--- config.mk ---
export PLATFORM = sky130hd
export DESIGN_NAME = cmp_result_monitor_flat
export DESIGN_NICKNAME = d
export VERILOG_FILES = /design/src/rtl/cmp_pkg.sv /design/src/rtl/cmp_result_monitor_if.sv /design/src/rtl/sat_counter.sv /design/src/rtl/cmp_result_monitor.sv /design/src/flat_wrapper.sv
export SDC_FILE = /design/constraint.sdc
export NUM_CORES = 1
export LEC_CHECK = 0
export ABC_CLOCK_PERIOD_IN_PS = 2690
export CORE_MARGIN = 4
export CORE_UTILIZATION = 55
export DETAILED_ROUTE_END_ITERATION = 8
export PLACE_DENSITY = 0.95
export SLEW_MARGIN = 20
export SYNTH_ARGS = -nofsm -noshare
export SYNTH_HDL_FRONTEND = slang
export SYNTH_SLANG_ARGS = --single-unit
--- constraint.sdc ---
create_clock -name clk -period 2.69 [get_ports clk]
set_clock_uncertainty 0.1 [all_clocks]
set_input_delay 0.538 -clock clk [delete_from_list [all_inputs] [get_ports clk]]
set_output_delay 0.538 -clock clk [all_outputs]
set_load 0.05 [all_outputs]
--- src/rtl/cmp_pkg.sv ---
// Shared definitions for the comparator result monitor.
// - FSM state encoding for the equal-run tracker
// - one-hot result vector constants, ordered {lt, eq, gt}
// - is_legal(): true when exactly one comparator output is high
package cmp_pkg;

  localparam logic [1:0] ST_IDLE     = 2'd0;
  localparam logic [1:0] ST_TRACK_EQ = 2'd1;
  localparam logic [1:0] ST_MATCHED  = 2'd2;

  localparam logic [2:0] RES_LT = 3'b100;
  localparam logic [2:0] RES_EQ = 3'b010;
  localparam logic [2:0] RES_GT = 3'b001;

  function automatic logic is_legal(input logic [2:0] res);
    return (res == RES_LT) || (res == RES_EQ) || (res == RES_GT);
  endfunction

endpackage

--- src/rtl/cmp_result_monitor_if.sv ---
// Sample bus from the magnitude comparator into the result monitor.
// Signals:
//   sample_valid - strobe; lt/eq/gt are meaningful when high
//   lt, eq, gt   - comparator outputs a<b, a==b, a>b
// Modports: master drives the sample, slave (the monitor) receives it.
interface cmp_result_monitor_if;
  logic sample_valid;
  logic lt;
  logic eq;
  logic gt;

  modport master (output sample_valid, output lt, output eq, output gt);
  modport slave  (input  sample_valid, input  lt, input  eq, input  gt);
endinterface

--- src/rtl/sat_counter.sv ---
// Saturating up-counter.
// Ports:
//   clk, rst_n - clock, asynchronous active-low reset
//   clr        - synchronous clear, wins over inc
//   inc        - count enable
//   q          - count value; holds at all-ones instead of wrapping
module sat_counter #(
  parameter int W = 8
) (
  input  logic         clk,
  input  logic         rst_n,
  input  logic         clr,
  input  logic         inc,
  output logic [W-1:0] q
);

  always_ff @(posedge clk or negedge rst_n) begin
    if (!rst_n) begin
      q <= '0;
    end else if (clr) begin
      q <= '0;
    end else if (inc && (q != {W{1'b1}})) begin
      q <= q + W'(1);
    end
  end

endmodule

--- src/rtl/cmp_result_monitor.sv ---
// Monitors the 4-bit comparator's lt/eq/gt outputs.
// Keeps saturating counts per legal outcome and of illegal (non-one-hot)
// vectors, a sticky error flag, the last sampled vector, and an FSM that
// asserts match after MATCH_RUN consecutive legal eq samples.
// Ports:
//   clk, rst_n   - clock, asynchronous active-low reset
//   clr          - synchronous clear of everything; drops a coincident sample
//   bus          - sample strobe and comparator outputs (slave modport)
//   lt/eq/gt_cnt - counts of legal samples per outcome
//   err_cnt, err - count of illegal samples, sticky illegal flag
//   last_res     - {lt,eq,gt} of the most recent sample
//   run_len      - current consecutive-eq run, saturating
//   match        - FSM is in MATCHED
//   match_pulse  - one cycle after entering MATCHED
module cmp_result_monitor
  import cmp_pkg::*;
#(
  parameter int CNT_W     = 8,
  parameter int MATCH_RUN = 3,
  parameter int RUN_W     = 4
) (
  input  logic                 clk,
  input  logic                 rst_n,
  input  logic                 clr,
  cmp_result_monitor_if.slave  bus,
  output logic [CNT_W-1:0]     lt_cnt,
  output logic [CNT_W-1:0]     eq_cnt,
  output logic [CNT_W-1:0]     gt_cnt,
  output logic [CNT_W-1:0]     err_cnt,
  output logic                 err,
  output logic [2:0]           last_res,
  output logic [RUN_W-1:0]     run_len,
  output logic                 match,
  output logic                 match_pulse
);

  localparam logic [RUN_W-1:0] RUN_TARGET = RUN_W'(MATCH_RUN);
  localparam logic [RUN_W-1:0] RUN_MAX    = {RUN_W{1'b1}};

  logic [2:0] res;
  logic       legal;
  logic       legal_eq;

  assign res      = {bus.lt, bus.eq, bus.gt};
  assign legal    = is_legal(res);
  assign legal_eq = (res == RES_EQ);

  // Counter index: 0=lt, 1=eq, 2=gt, 3=err
  logic [3:0]       inc_vec;
  logic [CNT_W-1:0] cnt_arr [4];

  assign inc_vec[0] = bus.sample_valid && (res == RES_LT);
  assign inc_vec[1] = bus.sample_valid && legal_eq;
  assign inc_vec[2] = bus.sample_valid && (res == RES_GT);
  assign inc_vec[3] = bus.sample_valid && !legal;

  generate
    for (genvar gi = 0; gi < 4; gi++) begin : g_cnt
      sat_counter #(.W(CNT_W)) u_cnt (
        .clk   (clk),
        .rst_n (rst_n),
        .clr   (clr),
        .inc   (inc_vec[gi]),
        .q     (cnt_arr[gi])
      );
    end
  endgenerate

  assign lt_cnt  = cnt_arr[0];
  assign eq_cnt  = cnt_arr[1];
  assign gt_cnt  = cnt_arr[2];
  assign err_cnt = cnt_arr[3];

  logic [1:0]       state_reg, state_next;
  logic [RUN_W-1:0] run_reg, run_next;
  logic             pulse_next;
  logic             err_reg;
  logic [2:0]       last_res_reg;
  logic             match_reg;
  logic             pulse_reg;

  // Any sample other than a legal eq (lt, gt or illegal) breaks the run.
  always_comb begin
    state_next = state_reg;
    run_next   = run_reg;
    pulse_next = 1'b0;
    if (bus.sample_valid) begin
      if (!legal_eq) begin
        state_next = ST_IDLE;
        run_next   = '0;
      end else begin
        case (state_reg)
          ST_IDLE: begin
            run_next = RUN_W'(1);
            if (RUN_TARGET == RUN_W'(1)) begin
              state_next = ST_MATCHED;
              pulse_next = 1'b1;
            end else begin
              state_next = ST_TRACK_EQ;
            end
          end
          ST_TRACK_EQ: begin
            // Run is below MATCH_RUN here, so the increment cannot overflow.
            run_next = run_reg + RUN_W'(1);
            if (run_next == RUN_TARGET) begin
              state_next = ST_MATCHED;
              pulse_next = 1'b1;
            end
          end
          ST_MATCHED: begin
            if (run_reg != RUN_MAX) run_next = run_reg + RUN_W'(1);
          end
          default: begin
            state_next = ST_IDLE;
            run_next   = '0;
          end
        endcase
      end
    end
  end

  always_ff @(posedge clk or negedge rst_n) begin
    if (!rst_n) begin
      state_reg    <= ST_IDLE;
      run_reg      <= '0;
      err_reg      <= 1'b0;
      last_res_reg <= 3'b000;
      match_reg    <= 1'b0;
      pulse_reg    <= 1'b0;
    end else if (clr) begin
      state_reg    <= ST_IDLE;
      run_reg      <= '0;
      err_reg      <= 1'b0;
      last_res_reg <= 3'b000;
      match_reg    <= 1'b0;
      pulse_reg    <= 1'b0;
    end else begin
      state_reg <= state_next;
      run_reg   <= run_next;
      match_reg <= (state_next == ST_MATCHED);
      pulse_reg <= pulse_next;
      if (bus.sample_valid) begin
        last_res_reg <= res;
        if (!legal) err_reg <= 1'b1;
      end
    end
  end

  assign err         = err_reg;
  assign last_res    = last_res_reg;
  assign run_len     = run_reg;
  assign match       = match_reg;
  assign match_pulse = pulse_reg;

endmodule
--- src/flat_wrapper.sv ---
// flat-port wrapper written by rule: the top's interface ports become plain ports
module cmp_result_monitor_flat import cmp_pkg::*;
#(
  parameter int CNT_W     = 8,
  parameter int MATCH_RUN = 3,
  parameter int RUN_W     = 4
)
  (clk, rst_n, clr, lt_cnt, eq_cnt, gt_cnt, err_cnt, err, last_res, run_len, match, match_pulse, bus_sample_valid, bus_lt, bus_eq, bus_gt);
  cmp_result_monitor_if bus_i ();
  input  logic clk;
  input  logic rst_n;
  input  logic clr;
  output logic [CNT_W-1:0] lt_cnt;
  output logic [CNT_W-1:0] eq_cnt;
  output logic [CNT_W-1:0] gt_cnt;
  output logic [CNT_W-1:0] err_cnt;
  output logic err;
  output logic [2:0] last_res;
  output logic [RUN_W-1:0] run_len;
  output logic match;
  output logic match_pulse;
  input wire logic [$bits(bus_i.sample_valid)-1:0] bus_sample_valid;
  input wire logic [$bits(bus_i.lt)-1:0] bus_lt;
  input wire logic [$bits(bus_i.eq)-1:0] bus_eq;
  input wire logic [$bits(bus_i.gt)-1:0] bus_gt;
  assign bus_i.sample_valid = bus_sample_valid;
  assign bus_i.lt = bus_lt;
  assign bus_i.eq = bus_eq;
  assign bus_i.gt = bus_gt;
  cmp_result_monitor #(.CNT_W(CNT_W), .MATCH_RUN(MATCH_RUN), .RUN_W(RUN_W)) u_core (.clk(clk), .rst_n(rst_n), .clr(clr), .bus(bus_i), .lt_cnt(lt_cnt), .eq_cnt(eq_cnt), .gt_cnt(gt_cnt), .err_cnt(err_cnt), .err(err), .last_res(last_res), .run_len(run_len), .match(match), .match_pulse(match_pulse));
endmodule
# Word-level counts from Yosys, hierarchy flattened
# Cells that the tools add are included.
[totals] out_inout_bits=42 inputBits=7 reg_bits=44 elab_cells=77
[classes] muxes=29 n_addsub=5 n_reduce_logical=19 eq_ne=14
[op_table] operator="$mux W8" count=8
[op_table] operator="$add A8 B1 Y8 const B" count=4
[op_table] operator="$ne A8 B8 Y1 const B" count=4
[op_table] operator="$mux W4" count=4
[op_table] operator="$pmux W4 S3" count=1
[op_table] operator="$reduce_bool A2 Y1" count=5
[op_table] operator="$mux W1" count=9
[op_table] operator="$logic_and A1 B1 Y1" count=8
[op_table] operator="$mux W2" count=4
[op_table] operator="$ne A4 B4 Y1 const B" count=2
[op_table] operator="$mux W3" count=2
[op_table] operator="$pmux W2 S3" count=1
[op_table] operator="$add A4 B1 Y4 const B" count=1
[op_table] operator="$eq A2 B2 Y1 const B" count=2
[op_table] operator="$eq A4 B2 Y1 const B" count=1
[op_table] operator="$reduce_and A2 Y1" count=2
[op_table] operator="$eq A3 B1 Y1 const B" count=1
[op_table] operator="$eq A3 B2 Y1 const B" count=1
[op_table] operator="$eq A3 B3 Y1 const B" count=1
[op_table] operator="$eq A2 B1 Y1 const B" count=1
[op_table] operator="$logic_not A2 Y1" count=1
[op_table] operator="$logic_or A1 B1 Y1" count=2
[op_table] operator="$ne A2 B2 Y1 const B" count=1
[op_table] operator="$logic_not A1 Y1" count=1

# Logic depth before layout (Yosys ltp)
# Gate-level depths: netlist (run 1).
[depth] depth_word=8 ltp_mapped=6 mapped_depth_nobuf=6

# By module
# From an unflattened synthesis (run 1), not the netlist that was laid out.
[hier_totals] hier_cells=271 area_unflattened_um2=2613.8
[by_module_without_submodules] mod="sat_counter" area_each_um2=464.2 seq_area_each_um2=200.2 instances=4 cells_each=49
[by_module_without_submodules] mod="cmp_result_monitor" area_each_um2=757.0 seq_area_each_um2=300.3 instances=1 cells_each=75

# Worst setup path before layout (run 1)
# Ideal clock, no wire load.
[synth_timing] path_type="register to register" from="register u_core.run_reg[1] (netlist: u_core.run_len[1])" to="register u_core.run_reg[1] (netlist: u_core.run_len[1])" setup_slack_ns=0.599 required_ns=2.462 stages_incl_launch_ff=6 synth_period_minus_slack_ns=2.091 path_buffers=0 setup_time_ns=0.128 t_arrival_ns=1.863 cell_sequence="dfrtp_1 > ha_1 > and4_1 > nand2_1 > a21oi_1 > mux2_1"
[synth_via] elab_chain_cells=6 elab_cells_between_ends=9 classes_between="1 x add/sub; 2 x eq/ne; 5 x mux; 1 x reduce/logical"
[synth_lines] item="start: declaration" line_no="cmp_result_monitor.sv:75" text="logic [RUN_W-1:0] run_reg, run_next;"
[synth_lines] item="start signal: assignment" line_no="cmp_result_monitor.sv:139" text="run_reg <= run_next;"
[synth_lines] item="$add A4 B1 Y4" line_no="cmp_result_monitor.sv:104, cmp_result_monitor.sv:111"
[synth_lines] item="$mux W4" line_no="cmp_result_monitor.sv:111" text="if (run_reg != RUN_MAX) run_next = run_reg + RUN_W'(1);"
[synth_lines] item="$pmux W4 S3" line_no="cmp_result_monitor.sv:92" text="case (state_reg)"
[synth_lines] item="$mux W4" line_no="cmp_result_monitor.sv:88" text="if (!legal_eq) begin"
[synth_lines] item="$mux W4" line_no="cmp_result_monitor.sv:87" text="if (bus.sample_valid) begin"
[synth_lines] item="$mux W4" line_no="cmp_result_monitor.sv:130" text="end else if (clr) begin"
# Several ways; a longest one is shown, not always the timed one. The select of a mux whose other input is x is not followed.
# A chain may end at the register's enable or synchronous reset.

# Final worst setup path (run 1)
[layout_timing] from="register u_core.run_reg[2] (netlist: u_core.run_len[2])" to="output port run_len[2]"
[layout_lines] item="end: declaration" line_no="flat_wrapper.sv:19" text="output logic [RUN_W-1:0] run_len;"
# No word-level cell between the ends.

==> results of run 1 <==
-- cells in the final DEF, fill, tap and decap left out, types with 4 or more instances in the layout --
cell	count
buf_4	7
a21oi_1	14
o211ai_1	4
nand2_1	11
o21ai_1	6
clkdlybuf4s50_1	47
clkbuf_8	5
o31ai_1	5
and3_1	7
nor2_1	26
nand3_1	10
or3_1	7
and2_1	5
xor2_1	13
dfrtp_1	44
inv_1	10
or4_1	6
mux2i_1	7
o2111ai_1	6
ha_1	10
nand4_1	6
-- layer usage --
layer | routed length [um] | vias up | share of wire [%]
met5 | 0 | - | 0
met2 | 2984 | 79 | 51
met1 | 2421 | 1058 | 42
met3 | 340 | 9 | 5.9
met4 | 59 | 0 | 1.0
li1 | - | 1024 | -
-- stage by stage --
step                      cells  area [sq um]  hold WS, ns  total power, W  worst slack [ns]
after global routing        355          3137       0.4426        0.001375            0.3485
after CTS                   355          3137       0.4240        0.001329            0.3993
after detailed placement    346          3019       0.3166       0.0008369            0.1793
final                       355          3137       0.4209        0.001321            0.4045
after floorplan             247          2462       0.1424       0.0007744            0.5988
after global placement      346          3019       0.3136       0.0008321            0.2830
-- how the worst max path moves through the flow --
| stage | cells after the start | slack, ns | from | to |
|---|---|---|---|---|
| floorplan | 5 | 0.60 | u_core.run_len[1] | u_core.run_len[1] |
| global route | 1 | 0.35 | u_core.run_len[2] | run_len[2] |
| global placement | 5 | 0.28 | bus_eq | u_core.run_len[1] |
| detailed placement | 5 | 0.18 | bus_eq | u_core.run_len[0] |
| finish | 1 | 0.40 | u_core.run_len[2] | run_len[2] |
| CTS | 1 | 0.40 | u_core.run_len[2] | run_len[2] |
-- cell families (layout without fill, tap and decap cells) --
| kind of cell | count (synthesis) | in the layout | share of synthesized area (%) |
|---|---|---|---|
| buffers and inverters | 18 | 74 | 2.998 |
| AO/OA/AOI/OAI | 56 | 56 | 16.16 |
| flip-flops | 44 | 44 | 44.72 |
| adder cells (fa/ha/maj) | 10 | 10 | 5.081 |
| XOR/XNOR | 16 | 16 | 5.691 |
| AND/OR/NAND/NOR | 94 | 94 | 21.60 |
| multiplexers | 9 | 9 | 3.760 |
-- synthesized netlist by cell type (all sizes together) (4+ instances only) --
cell type and count:
dfrtp 44, nor2 26, a21oi 14, xor2 13, nand2 11, ha 10
inv 10, nand3 10, o21ai 10, and3 7, mux2i 7, or3 7
nand4 6, o2111ai 6, or4 6, and2 5, clkbuf 5, o31ai 5
o211ai 4
-- report_power, final --
part / internal, W / switching, W
Sequential: 0.000670 / 0.00000963
Combinational: 0.0000509 / 0.0000948
Clock: 0.000276 / 0.000220
Total: 0.000997 / 0.000325
-- layout make-up --
cell class,instances,area (sq um),area share [%]
inverter,10,37.54,1.197
multi-input combinational,185,1287,41.04
timing repair buffer,56,538.0,17.15
clock buffer,6,72.57,2.314
tap,52,65.06,2.074
sequential,44,1101,35.10
clock inverter,2,35.03,1.117
-- repair_timing --
action | in CTS | in global routing
hold buffers | 1 | 0
buffers inserted | 0 | 0
endpoints found under the hold margin | 7 | 0
==> impl_results.md, run 1 <==
- Sequential fraction of the synthesis area: 44.72%
- R2r startpoint: u_core.run_len[1]
- Max_cap viols: 0
- Setup TNS: 0 ns
- Yosys warns: 0
- Cell taking the most area after synthesis: dfrtp_1
- EDFF count, synth: 0
- Iteration count of the initial detailed-routing pass: 4
- Critical path's top delay family: buffers and inverters
- Hpwl dp: 4218 um
- RSZ-0062 raised after global routing: false
- Inserted Diodes: 0
- Total GRT Usage: 22.68%
- Met1 Use GR: 27.35%
- Synth top area share: 44.72%
- Global route hottest layer: met2
- Status: complete, no violations
- Worst slew margin: 60.45%
- Fmax: 437.5 MHz
- Vias per cell: 6.113
- Initial antenna violation count: 0
- Port Buf Inserts: 48
- # rows: 24
- Layout cell share with drive strength beyond 1: 6.931%
- Critical path buffers and inverters: 1
- Number of fill cells: 312
- Vias: 2170
- CP peak stage delay: 0.86 ns
- Worst hold path endpoint: u_core.err
- Total global routing overflow: 0
- Starting density of the core: 56.55%
- Post-cts sizing count: 0
- FF-to-FF path depth: 5
- Die width: 74.91 um
- Area grow syn2layout: 27.39%
- Die ar.: 5612 sq um
- Largest register FFs: 32
- Crit Path Class: reg2out
- Synthesized Nets: 264
- Cells after synthesis: 247
- Leakage: 1.331 nW
- Mapped Area: 2462 sq um
- CTS H-tree lvls: 2
- Max stage delay cell, worst path: clkdlybuf4s50_1
- Reg clk slew, reported paths: 0.08 ns
- TritonCTS clock tree: yes
- First-pass GRT wire length: 9804 um
- CP Data Required Time: 2.05 ns
- Minimum clock period: 2.285 ns
- Clock Sinks: 44
- Clock buffer depth: 2
- Post-synth ARST share: 100.0%
- Hold Path Depth: 2
- # DRC: 0
- I/O Pins: 49
- Iter 0 DRT Violations: 213
- FF-to-FF End: u_core.run_len[1]
- Vias in the first global route: 2135
- Global-route met3 utilization: 6.676%
- Cell area power density: 421.2 nW/um^2
- Core area: 4354 sq um
- Cts bufs inserted: 5
- Worst-Margin Slew: 0.5910 ns
- Min-delay src: u_core.err
- Crit path max fanout: 10
- VDD IR max: 0.2697 mV
- Total wire length: 5805 um
- Dominant synthesized flop cell: dfrtp_1
- Synth Register Bits: 44
- Worst EP arrival: 1.65 ns
- R2r setup slk: 0.74 ns
- Nets: 319
- Die extent in y: 74.91 um
- WL per Instance: 16.35 um
- Largest net degree at the start of global routing: 20
- Skew-Pair Late Insertion Delay: 0.30 ns
- Global Route met2 Usage: 38.97%
- ANT nets after route: 0
- CP Launch Type: flop
- Fin. max-slew vios: 0
- Top cells by area, synth: dfrtp_1 (45%), ha_1 (5.1%), xor2_1 (4.6%)
- CTS root buf: clkbuf_8
- Period utilization: 84.96%
- Worst hold-check path type: reg2reg
- Crit path capture type: output pin
- Distinct cell type count after synthesis: 47
- Hold Fails Final Rpt: 0
- Crit path cell chain: clkdlybuf4s50_1
- Syn_area_per_cell: 9.969 sq um
- Layout Utilization: 72.04%
- # setup viols final: 0
- Gpl congestion: 0.8846
No activity file was read; power rests on OpenSTA's default activity.
==> inputs of run 2 (changes only) <==
Settings changed: ABC_CLOCK_PERIOD_IN_PS 2690 to 2050, CORE_UTILIZATION 55 to 47, PLACE_DENSITY 0.95 to 0.88.
Clock period 2.69 ns to 2.05 ns, I/O delays scaled along.
==> run 2 against run 1 <==
Via count rose by 2.3%. Sequential power rose by 31%. Routed wire length fell by 2.2%. Register-to-register slack got worse by 0.54 ns. Hold slack got worse by 0.0021 ns. First-iteration DRC count fell by 35%. Setup slack got worse by 0.35 ns. Highest routed layer unchanged. Critical path depth rose by 4. Critical path type is now in2reg. Combinational power rose by 42%.
==> impl_results.md, run 2 (synthesized netlist as in run 1, its figures left out) <==
- Reg clk slew, reported paths: 0.08 ns (about the same)
- Worst EP arrival: 2.11 ns (+0.46 ns)
- Comb pwr share: 12.3% (+1.3 points)
- Status: complete, no violations
- First-pass GRT wire length: 9646 um (-1.6%)
- Worst hold-check path type: reg2reg
- Sequential power share: 52.7% (+1.3 points)
- Worst-Margin Slew: 0.5466 ns (-0.04443 ns)
- Largest register FFs: 32 (unchanged)
- CP Launch Type: input port
- CP peak stage delay: 0.53 ns (-0.33 ns)
- Crit Path Class: in2reg
- Total wire length: 5679 um (-2.2%)
- Max_cap viols: 0 (unchanged)
- Hpwl dp: 4316 um (+2.3%)
- Crit path cell chain: clkdlybuf4s50_1 > and4bb_4 > o21ai_4 > or4_1 > a21oi_1
- Period utilization: 97.43%
- Crit path max fanout: 7 (-3)
- Port Buf Inserts: 48 (unchanged)
- Core area: 5107 sq um (+17%)
- Crit path capture type: flop
- Total global routing overflow: 0 (unchanged)
- CTS root buf: clkbuf_8
- Seq. cell area: 1104 sq um (+0.23%)
- Power Internal: 0.001268 W (+27%)
- Cts bufs inserted: 5 (unchanged)
- TritonCTS clock tree: yes
- I/O Pins: 49 (unchanged)
- Max stage delay cell, worst path: clkdlybuf4s50_1
- Fin. max-slew vios: 0 (unchanged)
- Hold Fails Final Rpt: 0 (unchanged)
- RSZ-0062 raised after global routing: false
- Die width: 80.38 um (+7.3%)
- Cell area power density: 524.6 nW/um^2 (+25%)
- Iter 0 DRT Violations: 138 (-35%)
- Vias: 2219 (+2.3%)
- Clock Sinks: 44 (unchanged)
- Leakage: 1.555 nW (+17%)
- WL per Instance: 14.49 um (-11%)
- Critical path buffers and inverters: 1 (unchanged)
- Nets: 338 (+6.0%)
- CP startpoint: bus_eq
- Largest net degree at the start of global routing: 18 (-10%)
- Fmax: 500.7 MHz
- Clock network fraction of total power: 35.0% (-2.5 points)
- Sw Ratio: 25.06% (+0.48 points)
- Final Cell Area: 3224 sq um (+2.8%)
- Setup TNS: 0 ns (unchanged)
- # rows: 26 (+8.3%)
- Fin worst setup slack: 0.05266 ns (-0.3519 ns)
- Minimum clock period: 1.997 ns
- Gpl congestion: 0.8979 (+1.5%)
- Initial antenna violation count: 0 (unchanged)
- Vias in the first global route: 2174 (+1.8%)
- Most frequent cells in the layout: buf_4 (59), dfrtp_1 (42), nor2_1 (26), a21oi_1 (14), xor2_1 (13)
- # setup viols final: 0 (unchanged)
- Total GRT Usage: 18.63% (-4.0 points)
- CP Data Required Time: 2.16 ns (+0.11 ns)
- Number of fill cells: 421 (+35%)
- Area grow syn2layout: 30.95%
- Die ar.: 6461 sq um (+15%)
- ANT nets after route: 0 (unchanged)
- Die extent in y: 80.38 um (+7.3%)
- Critical path's top delay family: simple AND/OR/NAND/NOR gates
- NetSw: 0.0004238 W (+31%)
- Worst slew margin: 63.43% (+3.0 points)
- CTS H-tree lvls: 2 (unchanged)
- Post-DP Area: 3104 sq um (+2.8%)
- Clock buffer depth: 2 (unchanged)
- R2r startpoint: u_core.g_cnt[3].u_cnt.q[0]
- Inserted Diodes: 0 (unchanged)
- # DRC: 0 (unchanged)
- Multi-input gate area: 1287 sq um (unchanged)
- Setup bufs post-CTS: 0 (unchanged)
- Min-delay src: u_core.err
- Iteration count of the initial detailed-routing pass: 4 (unchanged)
- Starting density of the core: 48.21% (-8.3 points)
- Vias per cell: 5.661 (-7.4%)
- Worst slack, placed: -0.2282 ns (-0.4075 ns)
- Skew-Pair Late Insertion Delay: 0.29 ns (about the same)
- VDD IR max: 0.3913 mV (+45%)
- Layout cell share with drive strength beyond 1: 23.29% (+16 points)
- Most common cell after layout, fill and taps aside: buf_4
## run 2: per-layer routing
layer,vias up,track usage (%),wire (um)
met5,-,0,0
met4,0,7.095,104
met3,13,2.578,276
met2,72,32.70,2761
met1,1072,23.07,2537
li1,1062,-,-
## run 2: area by class of cell
cell class	instances	share of cell area (%)
Multi-Input combinational cell	185	39.93
Clock buffer	8	3.104
Sequential cell	44	34.23
Tap cell	70	2.716
Inverter	10	1.164
Timing Repair Buffer	75	18.86
## run 2: through the flow
stage | power, W | cells | util (%) | hold slack [ns]
2_1_floorplan | 0.001016 | 247 | - | 0.01441
3_3_place_gp | 0.001112 | 383 | 60.78 | 0.2316
3_5_place_dp | 0.001117 | 383 | 60.78 | 0.2362
4_1_cts | 0.001717 | 392 | 62.93 | 0.4225
5_1_grt | 0.001758 | 392 | 63.13 | 0.4360
6_report | 0.001692 | 392 | 63.13 | 0.4188
## run 2: repair_timing
| action | 4_1_cts | 5_1_grt |
|---|---|---|
| resized for setup | 0 | 4 |
| hold buffers | 1 | 0 |
| hold endpoints to repair | 13 | 0 |
| setup endpoints to repair | 0 | 4 |
## run 2: power by group through the flow
stage | Clock [W] | Sequential (W) | Combinational [W]
final | 0.000592 | 0.000892 | 0.000207
after floorplan | 0 | 0.000946 | 0.0000702
after CTS | 0.000615 | 0.000892 | 0.000210
after global routing | 0.000638 | 0.000894 | 0.000226
after global placement | 0 | 0.000909 | 0.000202
after detailed placement | 0 | 0.000909 | 0.000207
## run 2: final timing paths
kind / depth (start not counted) / endpoint / slack, ns
max: 5 / u_core.g_cnt[0].u_cnt.q[7] / 0.05
min: 2 / u_core.err / 0.42
max reg2reg: 5 / u_core.g_cnt[3].u_cnt.q[7] / 0.20
min reg2reg: 2 / u_core.err / 0.42
max in group asynchronous: 3 / u_core.g_cnt[2].u_cnt.q[6] / 0.85
min in group asynchronous: 2 / u_core.match_pulse / 0.45
## run 2: worst min-delay path, stage by stage, from the launching register on
cell     delay, ns
dfrtp_1       0.38
inv_1         0.05
a21oi_1       0.05
